[src/rtl/alu_writeback_pkg.sv]
// Shared constants for the ALU writeback slice: widths, PSR bit positions, flag groups.
// Latency: n/a (types and constants only).
// Backpressure: n/a.
package alu_writeback_pkg;

    localparam int WIDTH = 16;   // result / register width
    localparam int REGS  = 16;   // number of general registers
    localparam int AW    = 4;    // register address width
    localparam int PSR_W = 5;    // PSR width

    // PSR bit positions
    localparam int PSR_C = 0;
    localparam int PSR_F = 1;
    localparam int PSR_L = 2;
    localparam int PSR_Z = 3;
    localparam int PSR_N = 4;

    // Flag groups written by the decoder's instruction classes
    localparam logic [PSR_W-1:0] MASK_ARITH = (PSR_W'(1) << PSR_C) | (PSR_W'(1) << PSR_F);
    localparam logic [PSR_W-1:0] MASK_SUB   = MASK_ARITH | (PSR_W'(1) << PSR_L);
    localparam logic [PSR_W-1:0] MASK_CMP   = (PSR_W'(1) << PSR_Z) | (PSR_W'(1) << PSR_N);

    // Replace only the flags selected by mask, keep the rest of the current PSR.
    function automatic logic [PSR_W-1:0] psr_merge(input logic [PSR_W-1:0] cur,
                                                   input logic [PSR_W-1:0] upd,
                                                   input logic [PSR_W-1:0] mask);
        return (cur & ~mask) | (upd & mask);
    endfunction

endpackage

[src/rtl/alu_writeback_regfile_2r1w.sv]
// General register file: two combinational read ports, one synchronous write port.
// Latency: write visible on reads the cycle after the write edge; reads are zero-latency.
// Backpressure: none; the write port is accepted unconditionally.
// Ports: clk/reset (sync, active-high, clears every register), wr_en/wr_addr/wr_data,
//        rd_addr_a/rd_data_a, rd_addr_b/rd_data_b.
module regfile_2r1w
    import alu_writeback_pkg::*;
(
    input  logic             clk,
    input  logic             reset,
    input  logic             wr_en,
    input  logic [AW-1:0]    wr_addr,
    input  logic [WIDTH-1:0] wr_data,
    input  logic [AW-1:0]    rd_addr_a,
    input  logic [AW-1:0]    rd_addr_b,
    output logic [WIDTH-1:0] rd_data_a,
    output logic [WIDTH-1:0] rd_data_b
);

    logic [WIDTH-1:0] mem [REGS];

    always_ff @(posedge clk) begin
        if (reset) begin
            for (int i = 0; i < REGS; i++) begin
                mem[i] <= '0;
            end
        end else if (wr_en) begin
            mem[wr_addr] <= wr_data;
        end
    end

    assign rd_data_a = mem[rd_addr_a];
    assign rd_data_b = mem[rd_addr_b];

endmodule

[src/rtl/alu_writeback.sv]
// ALU writeback stage: one-entry pending register committing into regfile + masked PSR merge.
// Latency: accepted entry commits at the next non-held edge; reads/psr_out see it at once via bypass.
// Backpressure: in_ready drops only while an entry is pending and hold is high.
// Ports: clk, reset (sync, active-high); in_valid/in_ready handshake with in_result, in_psr,
//        in_flag_mask, in_wr_en, in_wr_addr; hold freezes commit; rd_addr_a/b -> rd_data_a/b
//        (bypassed); psr_out (PSR incl. pending update); commit pulse; commit_count (wraps).
module alu_writeback
    import alu_writeback_pkg::*;
(
    input  logic             clk,
    input  logic             reset,
    input  logic             in_valid,
    output logic             in_ready,
    input  logic [WIDTH-1:0] in_result,
    input  logic [PSR_W-1:0] in_psr,
    input  logic [PSR_W-1:0] in_flag_mask,
    input  logic             in_wr_en,
    input  logic [AW-1:0]    in_wr_addr,
    input  logic             hold,
    input  logic [AW-1:0]    rd_addr_a,
    input  logic [AW-1:0]    rd_addr_b,
    output logic [WIDTH-1:0] rd_data_a,
    output logic [WIDTH-1:0] rd_data_b,
    output logic [PSR_W-1:0] psr_out,
    output logic             commit,
    output logic [15:0]      commit_count
);

    logic             pend_valid;
    logic             pend_wr_en;
    logic [WIDTH-1:0] pend_result;
    logic [PSR_W-1:0] pend_psr;
    logic [PSR_W-1:0] pend_mask;
    logic [AW-1:0]    pend_addr;
    logic [PSR_W-1:0] psr;
    logic [PSR_W-1:0] psr_merged;
    logic             accept;
    logic [WIDTH-1:0] rf_data_a;
    logic [WIDTH-1:0] rf_data_b;

    // The slot frees itself in the same edge it retires, so an empty or
    // retiring slot can always take a new entry: full rate while hold is low.
    assign in_ready   = !pend_valid || !hold;
    assign accept     = in_valid && in_ready;
    assign commit     = pend_valid && !hold;
    assign psr_merged = psr_merge(psr, pend_psr, pend_mask);
    assign psr_out    = pend_valid ? psr_merged : psr;

    always_ff @(posedge clk) begin
        if (reset) begin
            pend_valid   <= 1'b0;
            pend_wr_en   <= 1'b0;
            pend_result  <= '0;
            pend_psr     <= '0;
            pend_mask    <= '0;
            pend_addr    <= '0;
            psr          <= '0;
            commit_count <= '0;
        end else begin
            if (accept) begin
                pend_valid  <= 1'b1;
                pend_wr_en  <= in_wr_en;
                pend_result <= in_result;
                pend_psr    <= in_psr;
                pend_mask   <= in_flag_mask;
                pend_addr   <= in_wr_addr;
            end else if (commit) begin
                pend_valid  <= 1'b0;
            end
            if (commit) begin
                psr          <= psr_merged;
                commit_count <= commit_count + 16'd1;
            end
        end
    end

    regfile_2r1w u_rf (
        .clk       (clk),
        .reset     (reset),
        .wr_en     (commit && pend_wr_en),
        .wr_addr   (pend_addr),
        .wr_data   (pend_result),
        .rd_addr_a (rd_addr_a),
        .rd_addr_b (rd_addr_b),
        .rd_data_a (rf_data_a),
        .rd_data_b (rf_data_b)
    );

    // A pending write is architecturally ahead of the regfile; forward it.
    assign rd_data_a = (pend_valid && pend_wr_en && (pend_addr == rd_addr_a)) ? pend_result : rf_data_a;
    assign rd_data_b = (pend_valid && pend_wr_en && (pend_addr == rd_addr_b)) ? pend_result : rf_data_b;

endmodule
[config.mk]
export PLATFORM = sky130hd
export DESIGN_NAME = alu_writeback
export DESIGN_NICKNAME = d
export VERILOG_FILES = /design/src/rtl/alu_writeback_pkg.sv /design/src/rtl/alu_writeback_regfile_2r1w.sv /design/src/rtl/alu_writeback.sv
export SDC_FILE = /design/constraint.sdc
export NUM_CORES = 1
export LEC_CHECK = 0
export ABC_AREA = 1
export BUFFER_PORTS_ARGS = -buffer_cell sky130_fd_sc_hd__buf_2
export CAP_MARGIN = 20
export CORE_ASPECT_RATIO = 2
export CORE_UTILIZATION = 40
export DETAILED_ROUTE_END_ITERATION = 6
export GPL_TIMING_DRIVEN = 0
export REMOVE_ABC_BUFFERS = 1
export SLEW_MARGIN = 20
export SYNTH_ARGS = -nofsm -noshare
export SYNTH_HDL_FRONTEND = slang
export SYNTH_SLANG_ARGS = --single-unit
[constraint.sdc]
create_clock -name clk -period 2.25 [get_ports clk]
set_clock_uncertainty 0.15 [all_clocks]
set_input_delay 0.45 -clock clk [delete_from_list [all_inputs] [get_ports clk]]
set_output_delay 0.45 -clock clk [all_outputs]
set_load 0.02 [all_outputs]
## After elaboration in Yosys (flattened, before gate mapping)

Memories as Yosys holds them, arrays and structs flattened.
Cells that the tools add are included.

- Bits in registers: 53
- Bits in writable memories: 256
- Input bits: 43
- Output and inout bits: 55
- Logic and storage cells: 40
- Memories: 1

- Add/subtract/negate cells: 1
- Equality and inequality tests: 2
- Mux-type cells: 13
- Bitwise operators: 4
- Reductions and logical operators: 11

Memory list:

| memory | depth | width | read ports | clocked after memory_dff | write ports | RTL line | source |
|---|---|---|---|---|---|---|---|
| u_rf.mem | 16 | 16 | 2 | 0 | 16 | alu_writeback_regfile_2r1w.sv:20 | `logic [WIDTH-1:0] mem [REGS];` |

Operators by type and width:

| operator | count |
|---|---|
| 16-bit two-way mux | 3 |
| 16-bit by 1-bit adder with 16-bit output (second input constant) | 1 |
| 16-bit OR reduction | 1 |
| 5-bit AND | 2 |
| 4-bit equality test | 2 |
| 1-bit two-way mux | 8 |
| 1-bit logical AND | 6 |
| 5-bit two-way mux | 1 |
| 5-bit NOT | 1 |
| 5-bit bitwise OR | 1 |
| 4-bit two-way mux | 1 |
| 1-bit zero test | 2 |
| 2-bit nonzero test | 1 |
| 1-bit logical OR | 1 |

## Longest topological paths before layout

Gate-level depths: netlist of the first run.

- Depth after elaboration: 8
- Mapped depth: 10
- Gate-level depth less buffers: 8

## Modules after synthesis

A second synthesis of the first run with hierarchy kept.

- Cells, all modules: 2361
- Area total of the unflattened synthesis: 17610.6 um^2

By module, submodules not included:

| module | instances | cells an instance | area an instance (um^2) | sequential area each (um^2) |
|---|---|---|---|---|
| regfile_2r1w | 1 | 1966 | 14808.0 | 7687.4 |
| alu_writeback | 1 | 395 | 2802.7 | 1061.0 |

## Worst setup path after synthesis of the first run

Ideal clock, no wire load.

- Path type: in2reg
- Start: in hold
- End: mem u_rf.mem[4][0], enable pin
- Setup time: 0.372 ns
- Arrival: 1.720 ns
- Required time: 1.728 ns
- Slack: 0.008 ns
- Cell stages on the path: 6
- Path buffers: 1
- Path through: nor2_8 nand3_4 nor3_4 nand2_4 buf_6 nand2_1

RTL lines:

| element | RTL line | source |
|---|---|---|
| start, declared | alu_writeback.sv:19 | `input logic hold,` |
| end, declared | alu_writeback_regfile_2r1w.sv:20 |  |

## Worst setup path in the final report of the first run

- Start: in rd_addr_b[0]
- End: out rd_data_b[11]

- Cells in the longest elaborated chain, start to end: 3
- Elaborated cells between the ends (all ways): 4
- Those cells by class: eq/ne: 1; mux: 1; reduce/logical: 1; memory: 1

RTL lines:

| element | RTL line | source |
|---|---|---|
| start, declared | alu_writeback.sv:21 | `input logic [AW-1:0] rd_addr_b,` |
| branches (longest 2 deep; another with memory 16 x 16 bit) | - |  |
| 16-bit two-way mux * | alu_writeback.sv:91 | `assign rd_data_b = (pend_valid && pend_wr_en && (pend_addr == rd_addr_b)) ? pend_result : rf_data_b;` |
| end, declared | alu_writeback.sv:23 | `output logic [WIDTH-1:0] rd_data_b,` |

Every way passes the cells marked *.

==> results.txt, run 1 <==
The area taken by multi-input logic gates was 7810 µm². The logs give 44900 µm² for the full die area and 2.17 ns for the arrival time of data at the critical path endpoint. The tools report the number of antenna cells inserted as 0.

The cell area that synthesis handed to floorplanning was 17600 µm². The first global-routing pass estimated 104 mm of wire. After technology mapping, the gate count stands at 2357. The path with the worst hold slack has its endpoint at pend_mask[3].

Derived from the worst setup path, the maximum achievable clock frequency is 0.361 GHz. For the share of the core filled with cells, the log shows 0.505. The endpoint identified for the worst register-to-register timing path is u_rf.mem[3][12].

Across the run, the number of max-cap violations was 0. The proportion of power drawn by flip-flops and latches was 0.447; the average via count per standard cell was 5.82. In this run the critical register-to-register path is launched from pend_valid.

The worst register-to-register path has a setup slack of 0.06 ns. The sort of element at the start of the critical path was an input port. The final number of max-transition violations is 0, and the number of flip-flops and latches in the synthesized netlist is 309.

The logs give 0.368 for the share of total power in the clock network and 6 for the number of iterations in the first detailed-routing pass. For this design the total switching power over the nets is 4210 µW. The flow ran to the end, but the final reports show violations.

Areal power density over the cells: 660 nW/µm². The combinational share of power was 0.185; the number of fillers in the final layout was 3968. In this run the tool buffered the top-level ports with 97 buffer cells. TritonCTS built the clock tree. The total non-filler cell area in the finished layout came out at 21900 µm². Once detailed placement completed, the half-perimeter wirelength came to 36.7 mm.

Buffer levels on the longest clock path: 3. Entering global routing, the biggest net connects 68 pins. After the last flow step, the layout net total stands at 2462.

The tools report the number of levels in the clock H-tree as 1. The tools report the total number of vias as 17400. In the routed design, unresolved DRC markers number 0.

Max-slew headroom at the worst pin: 0.532. The static power due to leakage came out at 0.00979 µW. The hold violation total from the final report was 1; the number of buffers created by CTS was 29. The tightest min-delay check is of the in2reg type. The setup path with the least slack is of type in2out. The effective utilization at floorplan came out at 0.406. The cell family contributing the most delay on the critical path is buffers and inverters. The share of total power consumed by net switching was 0.291.

The critical path runs through a total of 12 cells. In the final routed layout, each cell accounts on average for 24.0 µm. For the number of sinks handled by clock tree synthesis, the log shows 309. The floorplan has 108 rows.

For this design, the slowest cell found on the critical path is sky130_fd_sc_hd__nor3_4. The root buffer cell chosen for the clock tree is sky130_fd_sc_hd__clkbuf_16. For the pin with the worst max-slew slack, the measured transition is 0.697 ns.

For the worst setup path, the data required time is 1.65 ns. After detailed placement, the design holds a cell count of 2860. IR analysis of the VDD net gives a maximum drop of 0.599 mV. For the worst flop-to-flop path, the logic depth is 7. The number of buffer and inverter instances along the worst setup path is 7, and the largest stage delay on the critical path is 0.25 ns.

The share of cells above drive strength 1 was 0.157; the post-route antenna net violation count was 0. The internal power was 10300 µW; the core box area was 43400 µm². The dominant cell type by count on the critical path is sky130_fd_sc_hd__buf_16. The logs give -0.517 ns for the post-layout worst setup margin and 18400 µm² for the placement-stage cell area. The logs give 0.847 for the global placer's final weighted congestion and 32 for the number of setup violations in the final report. Number of global-route vias before repair: 17000. Walking the worst path, the cells encountered are buf_16 -> buf_16 -> clkinv_16 -> buf_16 -> o22ai_2 -> nor3_4 -> buf_12 -> buf_12 -> nand2_8 -> nand2_4 -> nand2_2 -> buf_6.

The sequential cells in the finished layout cover a total of 8760 µm². Global routing finished with a remaining overflow of 0. STA classifies the critical path endpoint as an output pin. The run gives 0.497 as the sequential element share of the synthesized area. For the initial antenna violation count, the log shows 0.

The share of the clock period used by the worst path was 1.23; the pre-CTS setup slack was -2.40 ns. The first routing iteration left 2189 violations. The run gives 0.322 as the global routing usage summed across all routing layers. After synthesis, the mean cell area works out to 7.47 µm². The latest clock arrival within the worst-skew pair was 0.60 ns. In this run the most critical hold path is launched from in_flag_mask[3]. After the flow finishes, the layout carries non-filler instances totaling 2991.

Yosys printed 0 warnings. 98 I/O pins were placed. The final reports fail on negative hold slack, negative setup slack. The floorplan step set the die height to 299 µm. Setup repair after global routing could not meet its margin everywhere. The die extent in x is 150 µm, and the post-route worst hold slack is -0.00977 ns. The clock period minus final worst setup slack came out at 2.77 ns. The number of different library cells used by synthesis comes to 31. The overall routed net length was 71.8 mm; the highest net fanout along the worst path was 25.

Compared with the post-synthesis result, the final layout area differs by 24.4%. Clock-pin slew was measured on the worst setup and hold paths at 0.06 ns. The number of cells on the worst hold path was 3.
==> cell families after synthesis <==
group | synth area share
and+or+nand+nor | 0.364
buffers and inverters | 0.109
DFF | 0.497
AOI/OAI and AO/OA | 0.0280
xor gates and xnor gates | 0.00149
adders and majority gates | 0.000710
==> routing by layer <==
metal	up-vias	share of wire	GRT usage
li1	7660	-	-
met1	8188	0.31	0.342
met2	1184	0.49	0.551
met3	386	0.099	0.0597
met4	0	0.095	0.255
met5	-	0	0
==> power groups by stage <==
stage | clock network [µW] | logic, µW | registers, µW
2_1_floorplan | 0 | 1120 | 6580
3_3_place_gp | 0 | 1910 | 6590
3_5_place_dp | 0 | 1940 | 6600
4_1_cts | 5310 | 2550 | 6470
5_1_grt | 5520 | 2820 | 6500
6_report | 5320 | 2670 | 6480
==> worst reg2reg max path, delay by kind of cell, from the launching register on <==
| kind | cells | cell delay [ns] |
|---|---|---|
| buf+inv | 2 | 0.26 |
| flops | 1 | 0.38 |
| simple gates | 5 | 1.09 |
==> registers in the layout (all words and copies together), names as in the netlist <==
register	count
u_rf.mem	256
commit_count	16
pend_result	16
pend_mask	5
pend_psr	5
psr	5
pend_addr	4
pend_valid	1
pend_wr_en	1
==> worst max path at each step <==
stage	startpoint	to	slack (ns)
after floorplan	rd_addr_b[0]	rd_data_b[0]	-1.97
after global placement	rd_addr_b[0]	rd_data_b[11]	-7.18
after detailed placement	rd_addr_a[3]	rd_data_a[15]	-2.40
after CTS	pend_addr[2]	rd_data_b[9]	-0.44
after global routing	pend_addr[0]	rd_data_b[11]	-0.54
final	rd_addr_b[0]	rd_data_b[11]	-0.52
==> through the flow <==
stage | total power, µW | TNS, ns
finish | 14500 | -14.65
global route | 14800 | -15.83
CTS | 14300 | -12.87
detailed placement | 8540 | -493.61
global placement | 8500 | -1232.46
floorplan | 7700 | -262.07
==> final cells by class <==
| class | instances | area share |
|---|---|---|
| clock buffers | 37 | 0.0345 |
| clock inverters | 17 | 0.0103 |
| repair buffers | 177 | 0.106 |
| well taps | 550 | 0.0314 |
| multi-input cells | 1587 | 0.356 |
| repair inverters | 4 | 0.00245 |
| inverters | 310 | 0.0598 |
| flip-flops and latches | 309 | 0.400 |
==> cell usage in the layout (no fill, tap or decap), types with 25 or more instances in the layout <==
master / synthesis / final
sky130_fd_sc_hd__buf_2: 34 / 57
sky130_fd_sc_hd__o21ai_0: 54 / 53
sky130_fd_sc_hd__dfxtp_1: 53 / 48
sky130_fd_sc_hd__edfxtp_1: 256 / 256
sky130_fd_sc_hd__nand3_1: 470 / 463
sky130_fd_sc_hd__nor2_1: 283 / 280
sky130_fd_sc_hd__nand2_4: 16 / 50
sky130_fd_sc_hd__buf_6: 17 / 40
sky130_fd_sc_hd__a21oi_1: 38 / 38
sky130_fd_sc_hd__nand2_1: 679 / 587
sky130_fd_sc_hd__nand2_8: 0 / 25
sky130_fd_sc_hd__inv_1: 287 / 280
sky130_fd_sc_hd__clkbuf_16: 0 / 30
sky130_fd_sc_hd__nand2_2: 1 / 39
==> timing repair <==
action                                  in CTS  in global routing
pin swaps                                   62                 14
cloned                                      29                  3
endpoints found under the setup margin     294                246
buffers inserted                            34                  2
hold buffers                                11                  0
endpoints found under the hold margin       11                  0
gates resized for setup                    298                 41
==> synthesized netlist by cell type, drive strengths merged <==
cell type / number / area share
nand4: 3 / 0.0011
o21ai: 55 / 0.016
nor3: 12 / 0.0065
nor2: 298 / 0.066
nand3: 471 / 0.13
a21oi: 38 / 0.011
clkinv: 18 / 0.0038
o22ai: 2 / 0.00071
inv: 292 / 0.062
ha: 1 / 0.00071
buf: 77 / 0.026
o21bai: 1 / 0.00043
dfxtp: 53 / 0.060
nand2: 696 / 0.16
nor3b: 1 / 0.00043
edfxtp: 256 / 0.44
clkbuf: 79 / 0.017
o21a: 1 / 0.00043
xor2: 3 / 0.0015
Power figures use the tool's default switching activity.
==> inputs of run 2 (changes only) <==
--- a/config.mk
+++ b/config.mk
@@ -12,7 +12,9 @@
 export CORE_UTILIZATION = 40
 export DETAILED_ROUTE_END_ITERATION = 6
 export GPL_TIMING_DRIVEN = 0
+export PLACE_DENSITY = 0.7
 export REMOVE_ABC_BUFFERS = 1
+export SETUP_SLACK_MARGIN = 0.15
 export SLEW_MARGIN = 20
 export SYNTH_ARGS = -nofsm -noshare
 export SYNTH_HDL_FRONTEND = slang
==> results.txt, run 2 (same netlist as run 1, synthesis figures left out) <==
The run gives 0 as the final number of max-transition violations. The layout overhead on the synthesized area is 23.6%. The die covers 44900 µm². The flow ran to the end, but the final reports show violations. The max-slew headroom at the worst pin is 0.488, and the number of rows created at floorplan is 108. Dividing the detail-routed wire length by the instance count gives 23.7 µm. The number of iterations in the first detailed-routing pass is 7, and the count of buffers inserted at the top-level ports is 97. The total global routing overflow is 0, and the CTS clock-pin slew for the worst setup and hold paths is 0.06 ns. The clock period minus final worst setup slack was 2.67 ns; the post-route worst hold slack was -0.00344 ns.

The share of cells above drive strength 1 was 0.163. The slowest stage of the critical path belongs to the cell sky130_fd_sc_hd__buf_6. Number of DRC markers after the initial detailed-route iteration: 2847. In this run the worst path has a maximum fanout of 34.

For the number of nets at the end of the flow, the log shows 2458. Setup violations remaining at the end of the flow were counted as 47. The top cell types in the final layout, fill and taps aside, are 580 x sky130_fd_sc_hd__nand2_1, 462 x sky130_fd_sc_hd__nand3_1, 280 x sky130_fd_sc_hd__inv_1, 280 x sky130_fd_sc_hd__nor2_1, 256 x sky130_fd_sc_hd__edfxtp_1. Clock tree synthesis found a total of 309 sinks.

The final reports fail on design-rule violations, negative hold slack, negative setup slack. The post-route DRC violation count is 1, and the global placer's final weighted congestion is 0.849. The post-layout worst setup margin was -0.420 ns; the share of total power in the clock network was 0.343.

Hold violation total from the final report: 1. The worst setup path is launched from an input port. The share of the clock period used by the worst path works out to 1.19.

The leading cell type in the layout, fill and taps excluded is sky130_fd_sc_hd__nand2_1. Counting along the longest clock path gives a buffer depth of 3. The logs give 0.406 for the effective utilization at floorplan and 3767 for the number of fillers in the final layout. The latest clock arrival within the worst-skew pair is 0.58 ns. In the final timing run, aggregate negative setup slack is -12.63 ns. From bottom edge to top edge, the die measures 299 µm.

The critical path contains buffers and inverters numbering 4 combined. The number of levels in the clock H-tree is 1. The share of the core filled with cells was 0.502; the global routing usage on met2 was 0.512. The analysis attributes to cell leakage a power of 0.00950 µW. The run gives 101 mm as the first-pass GRT wire length. In the final layout, the registers with the most flip-flops are u_rf.mem (256), commit_count (16), pend_result (16).

For the worst setup path, the data required time is 1.65 ns. The top achievable clock speed is 0.375 GHz. The arrival time of data at the critical path endpoint was 2.07 ns.

Endpoint kind of the worst setup timing path: an output pin. The final layout contains routed wiring with a total length of 70.6 mm. The global routing usage on met3 was 0.0631. TritonCTS built the clock tree. In this run the worst hold path is classified as in2reg.

The region available for standard cell placement spans 43400 µm². The initial antenna violation count is 0. The pin slew with the least headroom to its limit works out to 0.767 ns. Global routing usage summed across all routing layers: 0.305. The layer flagged by global routing as most heavily used is met2.

The logs give 0.696 mV for the maximum VDD drop and 0.467 for the proportion of power drawn by flip-flops and latches. The count of nets left with antenna violations once routing finished came out at 0. TritonCTS created 27 clock buffers. The logs give 17700 for the total number of vias and 0.320 for the global-route met1 utilization. The register with the most flip-flops in the final layout is u_rf.mem.

The run gives 17400 as the number of global-route vias before repair. On the worst path, the slowest cell contributes a delay of 0.36 ns. Entering global routing, the biggest net connects 59 pins.

The repair_antennas step left the layout with diodes totalling 0. Setup repair after global routing could not meet its margin everywhere. The HPWL reported at the end of detailed placement was 36.6 mm. Internal power comes to 9760 µW. The startpoint-to-endpoint class of the critical path was in2out. Max capacitance violation total: 0. The number of flip-flops under the largest register name is 256.

The die is 150 µm wide. The average via count per standard cell was 5.93. The root buffer cell chosen for the clock tree is sky130_fd_sc_hd__clkbuf_16. The areal power density over the cells works out to 637 nW/µm². On the critical path the largest part of the delay comes from buffers and inverters.

Traced cell by cell, the critical path runs through buf_6 -> inv_2 -> buf_12 -> nand3_1 -> nand3_1 -> nand2_1 -> nand2_4 -> nand2_2 -> buf_6. Summed over all nets, the switching power comes to 4100 µW. 98 I/O pins were placed. The share of total power consumed by net switching is 0.296. For the combinational share of power, the log shows 0.189.
-- run 2: changes by cell type in the layout (fill, tap and decap cells not counted), sizes merged --
cell / delta
clkinv: +5
bufbuf: -7
dlygate4sd3: -7
nand2: +11
buf: -2
clkbuf: -6
bufinv: -2
-- run 2: worst reg2reg max path, stage by stage (launching register included) --
cell	delay (ns)
sky130_fd_sc_hd__dfxtp_4	0.38
sky130_fd_sc_hd__buf_4	0.17
sky130_fd_sc_hd__inv_1	0.09
sky130_fd_sc_hd__nor2_2	0.51
sky130_fd_sc_hd__nand2_4	0.39
sky130_fd_sc_hd__nand2_8	0.28
-- run 2: metal layers --
layer | share of wire | vias to the layer above
li1 | - | 7661
met1 | 0.30 | 8127
met2 | 0.49 | 1433
met3 | 0.11 | 472
met4 | 0.10 | 0
met5 | 0 | -
-- run 2: power by group through the flow --
stage               sequential (µW)  combinational, µW  clock (µW)
global route                   6490               2750        4920
finish                         6480               2620        4760
floorplan                      6580               1120           0
detailed placement             6600               1910           0
global placement               6590               1870           0
CTS                            6460               2370        4690
-- run 2: worst paths after layout --
check,from,slack [ns],endpoint,cells past startpoint
worst max-delay path,rd_addr_b[2],-0.42,rd_data_b[10],9
worst min-delay path,in_flag_mask[4],-0.003,pend_mask[4],3
worst max register to register,pend_addr[2],-0.01,u_rf.mem[5][11],5
worst min register to register,pend_psr[1],0.31,pend_psr[1],2
-- run 2: repair_timing --
action                                  in CTS  in global routing
cloned                                      28                  7
resized for setup                          274                103
hold endpoints to repair                     4                  0
buffers inserted                            28                  8
endpoints found under the setup margin     548                259
pin swaps                                   55                 46
hold buffers                                 4                  0
-- run 2: area by class of cell --
type                            instances  area, µm²  share of cell area
Timing Repair inverter                  5       53.8             0.00247
Tap cell                              550        688              0.0316
Sequential cell                       309       8770               0.403
Inverter                              310       1300              0.0596
Clock inverter                         19        171             0.00787
Clock buffer                           29        683              0.0314
Multi-Input combinational cell       1598       8150               0.375
Timing Repair Buffer                  163       1950              0.0897
-- run 2: through the flow --
stage | area, µm² | hold WS, ns | instances | total power, µW | worst slack (ns)
after CTS | 21100 | 0.00151 | 2968 | 13500 | -0.357
after global routing | 21800 | 0.0186 | 2983 | 14200 | -0.467
after global placement | 18000 | 0.289 | 2848 | 8460 | -6.90
after floorplan | 16900 | 0.281 | 2201 | 7700 | -1.97
after detailed placement | 18400 | 0.302 | 2860 | 8510 | -2.38
final | 21800 | -0.00344 | 2983 | 13900 | -0.420
